[config.mk]
export PLATFORM = sky130hd
export DESIGN_NAME = dcm_reset_sequencer
export DESIGN_NICKNAME = d
export VERILOG_FILES = /design/src/rtl/dcm_seq_pkg.sv /design/src/rtl/bit_sync2.sv /design/src/rtl/dcm_reset_sequencer.sv
export SDC_FILE = /design/constraint.sdc
export NUM_CORES = 1
export LEC_CHECK = 0
export CORE_ASPECT_RATIO = 1.2
export CORE_MARGIN = 8
export CORE_UTILIZATION = 56
export CTS_BUF_LIST = sky130_fd_sc_hd__clkbuf_16
export DETAILED_ROUTE_END_ITERATION = 10
export PLACE_DENSITY = 0.74
export REMOVE_ABC_BUFFERS = 1
export SLEW_MARGIN = 10
export SYNTH_ARGS = -nofsm -noshare
export SYNTH_HDL_FRONTEND = slang
export SYNTH_SLANG_ARGS = --single-unit
export TNS_END_PERCENT = 50
[constraint.sdc]
create_clock -name fclk -period 2.8 [get_ports fclk]
set_input_delay 0.84 -clock fclk [delete_from_list [all_inputs] [get_ports fclk]]
set_output_delay 0.84 -clock fclk [all_outputs]
set_load 0.05 [all_outputs]
[src/rtl/dcm_seq_pkg.sv]
// dcm_reset_sequencer shared types: FSM state encoding,
// retry counter width and lock glitch-filter depth.
package dcm_seq_pkg;

  typedef enum logic [1:0] {
    RESET     = 2'd0,
    WAIT_LOCK = 2'd1,
    SETTLE    = 2'd2,
    RUN       = 2'd3
  } state_t;

  localparam int RETRY_W      = 4;
  localparam int GLITCH_DEPTH = 4;

endpackage

[src/rtl/bit_sync2.sv]
// Two-flop single-bit synchroniser into fclk,
// synchronous active-high reset to 0.
module bit_sync2 (
  input  logic fclk,
  input  logic rst,
  input  logic d,
  output logic q
);

  logic meta;

  always_ff @(posedge fclk) begin
    if (rst) begin
      meta <= 1'b0;
      q    <= 1'b0;
    end else begin
      meta <= d;
      q    <= meta;
    end
  end

endmodule

[src/rtl/dcm_reset_sequencer.sv]
// DCM reset/lock sequencer on fclk; restarts the DCM on timeout or lock loss.
// Optional `LOCK_GLITCH_FILTER_EN: loss needs 4 consecutive unlocked cycles.
module dcm_reset_sequencer
  import dcm_seq_pkg::*;
#(
  parameter int RST_CYCLES    = 4,
  parameter int LOCK_TIMEOUT  = 65536,
  parameter int SETTLE_CYCLES = 256,
  parameter int CNT_W         = 17
) (
  input  logic               fclk,
  input  logic               rst,
  input  logic               dcm_locked,
  output logic               dcm_rst,
  output logic               sys_ready,
  output logic               lock_lost,
  output logic [RETRY_W-1:0] retry_count
);

  localparam logic [CNT_W-1:0] RST_LAST = CNT_W'(RST_CYCLES - 1);
  localparam logic [CNT_W-1:0] TO_LAST  = CNT_W'(LOCK_TIMEOUT - 1);
  localparam logic [CNT_W-1:0] SET_LAST = CNT_W'(SETTLE_CYCLES - 1);

  state_t           state;
  logic [CNT_W-1:0] cnt;
  logic             locked_s;
  logic             lock_drop;

  bit_sync2 u_lock_sync (
    .fclk (fclk),
    .rst  (rst),
    .d    (dcm_locked),
    .q    (locked_s)
  );

`ifdef LOCK_GLITCH_FILTER_EN
  logic [1:0] glitch;

  assign lock_drop = !locked_s &&
                     (glitch == 2'(GLITCH_DEPTH - 1));

  // Counts consecutive unlocked cycles while lock matters
  always_ff @(posedge fclk) begin
    if (rst || locked_s ||
        !(state == SETTLE || state == RUN))
      glitch <= '0;
    else if (!lock_drop)
      glitch <= glitch + 2'd1;
  end
`else
  assign lock_drop = !locked_s;
`endif

  always_ff @(posedge fclk) begin
    if (rst) begin
      state       <= RESET;
      cnt         <= '0;
      dcm_rst     <= 1'b1;
      sys_ready   <= 1'b0;
      lock_lost   <= 1'b0;
      retry_count <= '0;
    end else begin
      lock_lost <= 1'b0;
      unique case (state)
        RESET: begin
          if (cnt == RST_LAST) begin
            state   <= WAIT_LOCK;
            cnt     <= '0;
            dcm_rst <= 1'b0;
          end else begin
            cnt <= cnt + 1'b1;
          end
        end
        WAIT_LOCK: begin
          if (locked_s) begin
            state <= SETTLE;
            cnt   <= '0;
          end else if (cnt == TO_LAST) begin
            state   <= RESET;
            cnt     <= '0;
            dcm_rst <= 1'b1;
            if (retry_count != '1)
              retry_count <= retry_count + 1'b1;
          end else begin
            cnt <= cnt + 1'b1;
          end
        end
        SETTLE: begin
          if (lock_drop) begin
            state   <= RESET;
            cnt     <= '0;
            dcm_rst <= 1'b1;
            if (retry_count != '1)
              retry_count <= retry_count + 1'b1;
          end else if (!locked_s) begin
            cnt <= cnt;
          end else if (cnt == SET_LAST) begin
            state     <= RUN;
            cnt       <= '0;
            sys_ready <= 1'b1;
          end else begin
            cnt <= cnt + 1'b1;
          end
        end
        RUN: begin
          if (lock_drop) begin
            state     <= RESET;
            cnt       <= '0;
            dcm_rst   <= 1'b1;
            sys_ready <= 1'b0;
            lock_lost <= 1'b1;
            if (retry_count != '1)
              retry_count <= retry_count + 1'b1;
          end
        end
      endcase
    end
  end

endmodule

# Yosys cells after proc, flatten, opt, wreduce, memory -nomap -nowiden
# Cells that the tools add are included.
# Widths: inputs -> output; s select.
# word_totals
register_bits	28
inputBits	3
out_inout_bits	7
wordCells	65
# op_classes
addsub	2
eq_ne	16
muxes	29
bitwise	1
n_reduce_logical	9
# ops
operator	n
$mux 17	6
$pmux 17 s4	1
$add 17x1->17 const B	1
$eq 17x16->1 const B	1
$eq 17x2->1 const B	1
$eq 17x8->1 const B	1
$mux 4	4
$reduce_and 4->1	4
$mux 2	6
$ne 2x2->1 const B	6
$mux 1	8
$pmux 2 s4	1
$pmux 4 s2	1
$add 4x1->4 const B	1
$eq 2x2->1 const B	2
$ne 4x4->1 const B	1
$reduce_bool 2->1	2
$reduce_or 2->1	2
$ne 3x2->1 const B	1
$ne 3x3->1 const B	1
$pmux 1 s3	1
$eq 2x1->1 const B	1
$logic_not 2->1	1
$ne 2x1->1 const B	1
other kinds (2)	2

# Depth between registers and ports, before layout
# logic_depth
ltp_word	5
depth_mapped	12
ltp_nobuf	12

# Cells and area by module
# Synthesis repeated with hierarchy kept, for this count alone.
# hier_totals
hier_cells	158
hier_area_um2	1376.3
# modules_own_cells
module	n_inst	cells_each	area_each_um2	seq_area_each_um2
dcm_reset_sequencer	1	154	1323.8	520.5
bit_sync2	1	4	52.6	40.0

# Worst setup path after synthesis
# Ideal clock, no wire load.
# synth_timing
kind	flip-flop to flip-flop
from	reg cnt[0]
to	reg retry_count[3]
setup_ns	0.128
arrival_time_ns	2.414
required_time_ns	2.672
slack_ns	0.258
path_stages_with_launch	13
path_buffers	0
synth_period_minus_slack_ns	2.542
cell_sequence	dfxtp_1 ha_1 nand4_1 or2_2 nor3_1 nand2_1 inv_1 ha_1 a21oi_1 a311oi_1 nand4_1 xor2_1 nor2_1
# synth_via
elab_chain_cells	3
# synth_rtl
item	line_no	source
start: declaration	dcm_reset_sequencer.sv:25	logic [CNT_W-1:0] cnt;
start signal: assignment	dcm_reset_sequencer.sv:71	cnt <= cnt + 1'b1;
start signal: assignment	dcm_reset_sequencer.sv:85	cnt <= cnt + 1'b1;
start signal: assignment	dcm_reset_sequencer.sv:96	cnt <= cnt;
$eq 17x16->1	dcm_reset_sequencer.sv:78	end else if (cnt == TO_LAST) begin
$ne 2x2->1 (no line)	--	
$reduce_and 4->1 (no line)	--	
end signal: assignment	dcm_reset_sequencer.sv:83	retry_count <= retry_count + 1'b1;
end signal: assignment	dcm_reset_sequencer.sv:94	retry_count <= retry_count + 1'b1;
end signal: assignment	dcm_reset_sequencer.sv:113	retry_count <= retry_count + 1'b1;
end: declaration	dcm_reset_sequencer.sv:17	output logic [RETRY_W-1:0] retry_count
# No other way between the ends.
# A chain may end at the register's enable or synchronous reset.

# Worst setup path after layout
# Ends and elaborated chain as after synthesis.

==> flow_summary.yaml <==
yosys:
  synth-main-ff-cell: "dfxtp_1"
  synth_area_leaders: "dfxtp_1 (41%), nor2_1 (6.1%), xor2_1 (5.8%)"
  synth_edf_count: 0
  synth_cell_types: 37
  ys_seq_area_frac: 0.412
  synth_top_area_cell: "dfxtp_1"
  yosysMostFrequentCell: "dfxtp_1"
  ys_ff_latch: 28
  syn_inst: 153
  synthTopCellsByCount: "dfxtp_1 (28), nor2_1 (22), nand2_1 (11)"
  synthDominantCellAreaShare: 0.412
  netlist_area_um2: 1360
  synth_area_per_cell_um2: 8.90
  synthArstFlopShare: 0
  yosysWarnings: 0
timing:
  setup_violations: 0
  fin_crit_ns: 2.51
  finalCritPeriodShare: 0.896
  tightestPinTransition_ns: 1.01
  skew_ns: 0.00472
  max_freq_mhz: 399
  final_max_slew_viol_count: 0
  fin_setup_tns_ns: 0
  maxSlewHeadroom: 0.323
  holdWs_ns: 0.451
  final-hold-violation-count: 0
die:
  start_util: 0.590
  row_count: 19
  coreArea_um2: 2310
  die_h_um: 70.0
  dieArea_um2: 4270
  die_w_um: 61.0
  ioPinCount: 10
clocking:
  cts_htree_levels: 1
  clk_path_buf_depth: 2
  root_buffer: "clkbuf_16"
  clkLatencyLatePin_ns: 0.26
  cts.sinks: 28
  hold_buffers: 0
  cts_buffers: 3
  cts_tree: "built"
  clkTransAtPathRegs_ns: 0.06
global_routing:
  overflow: 0
  grt_first_pass_wirelength_um: 4840
  grt_usage: 0.142
  grt_pass1_vias: 1166
  grt_max_degree: 16
  antenna_found_initial: 0
cells_and_area:
  drive_above_1_share: 0.108
  insertedDiodeCount: 0
  fin_cells: 198
  post-route-util: 0.690
  nNetsFinal: 176
  area_growth_syn_to_layout_pct: 16.8
worst_setup_path:
  path_class: "flop to flop"
  rr_endpoint: "retry_count[3]"
  worst_setup_path_end_kind: "flop"
  r2r_start: "cnt[0]"
  worstPathArrival_ns: 2.66
  crit_required_ns: 2.95
  ff2ff_path_depth: 13
  r2r_setup_slack_ns: 0.29
  start_kind: "flop"
  worst-path-max-fanout: 4
drt:
  dr.pass1.iters: 4
  drt_iter0_drc: 42
  viasPerCell: 5.88
  drcViolationCount: 0
  wirelength_um: 2800
  num_vias: 1164
  postRouteAntennaNets: 0
  wl_per_cell_um: 14.1
place:
  io_buffers: 9
  hpwl_um: 2020
  gp_congestion: 0.856
  dp.cells: 193
min_path:
  hold_class: "flop to flop"
  hold-path-endpoint: "u_lock_sync.q"
  hp-start: "u_lock_sync.meta"
  hold_depth: 1
pwr:
  irDropWorstVdd_mv: 0.538
  powerDensity_nw_per_um2: 679
  leakage_nw: 0.592
  power_mw: 1.08
run:
  drv_cap: 0
status:
  status: "finished, final reports clean"
[worst max-delay path by stage]
| stage | depth (start not counted) | endpoint | from |
|---|---|---|---|
| after CTS | 13 | retry_count[3] | cnt[0] |
| after global placement | 13 | retry_count[3] | cnt[0] |
| after global routing | 13 | retry_count[3] | cnt[0] |
| final | 13 | retry_count[3] | cnt[0] |
| after detailed placement | 13 | retry_count[3] | cnt[0] |
| after floorplan | 10 | cnt[10] | cnt[0] |
[power by group]
group | internal (mW) | leakage (nW) | switching (mW)
Clock | 0.189 | 0.0370 | 0.126
Sequential | 0.433 | 0.227 | 0.0373
Combinational | 0.130 | 0.328 | 0.165
Total | 0.753 | 0.592 | 0.328
[critical path, cell delays in order, from the launching register on]
cell	delay [ns]
dfxtp_1	0.37
ha_2	0.22
nand4_1	0.15
or2_2	0.34
nor3_1	0.17
nand2_1	0.09
inv_1	0.07
ha_1	0.18
a21oi_1	0.09
a311oi_1	0.22
buf_4	0.18
nand4_1	0.11
xor2_1	0.16
nor2_1	0.06
[metrics by stage]
stage                     area, um^2  worst slack (ns)
after floorplan                 1340             0.225
after global placement          1500             0.327
after detailed placement        1500             0.193
after CTS                       1570             0.174
after global routing            1590          -0.00123
final                           1590             0.291
[sequential cells by signal, indices dropped and copies added (netlist names)]
signal and count:
cnt 17, dcm_rst 1, lock_lost 1, retry_count 4, state 2, sys_ready 1, u_lock_sync.meta 1, u_lock_sync.q 1
[cell type report]
cell class / instances / area, um^2
fillers: 192 / 716
multi-input cells: 116 / 762
well taps: 31 / 38.8
flip-flops and latches: 28 / 561
inverters: 5 / 18.8
repair buffers: 15 / 135
clock buffers: 3 / 75.1
[repair_timing]
action / in CTS / in global routing
resized for setup: 0 / 1
setup buffers: 0 / 2
endpoints found under the setup margin: 0 / 4
[cells by family (layout without fill, tap and decap cells)]
group | count (synthesis) | in the layout | synth area share
simple gates | 75 | 75 | 0.290
flops | 28 | 28 | 0.412
compound gates | 22 | 22 | 0.134
xor+xnor | 14 | 14 | 0.0901
buf+inv | 9 | 23 | 0.0303
fa+ha+maj | 4 | 4 | 0.0368
mux | 1 | 1 | 0.00735
[layer usage]
layer / vias to the layer above / part of all wire / GRT usage
met4: 0 / 0.017 / 0.0727
li1: 569 / - / -
met3: 6 / 0.029 / 0.0440
met5: - / 0 / 0
met2: 19 / 0.49 / 0.226
met1: 570 / 0.46 / 0.163
[layout by cell type, fill, tap and decap left out, types with 2 or more instances in the layout]
cell type and count:
a211oi_1 2, a21oi_1 6, and2_1 3, and3_1 3
buf_4 6, clkbuf_16 3, clkdlybuf4s50_1 9, dfxtp_1 28
ha_1 3, inv_1 5, nand2_1 11, nand3_1 7
nand4_1 5, nor2_1 22, nor2_2 2, nor2b_1 5
nor3_1 5, nor4_1 4, o21ai_0 2, o31ai_1 2
o32ai_1 3, or2_2 2, xnor2_1 5, xor2_1 9
Power figures use the tool's default switching activity.
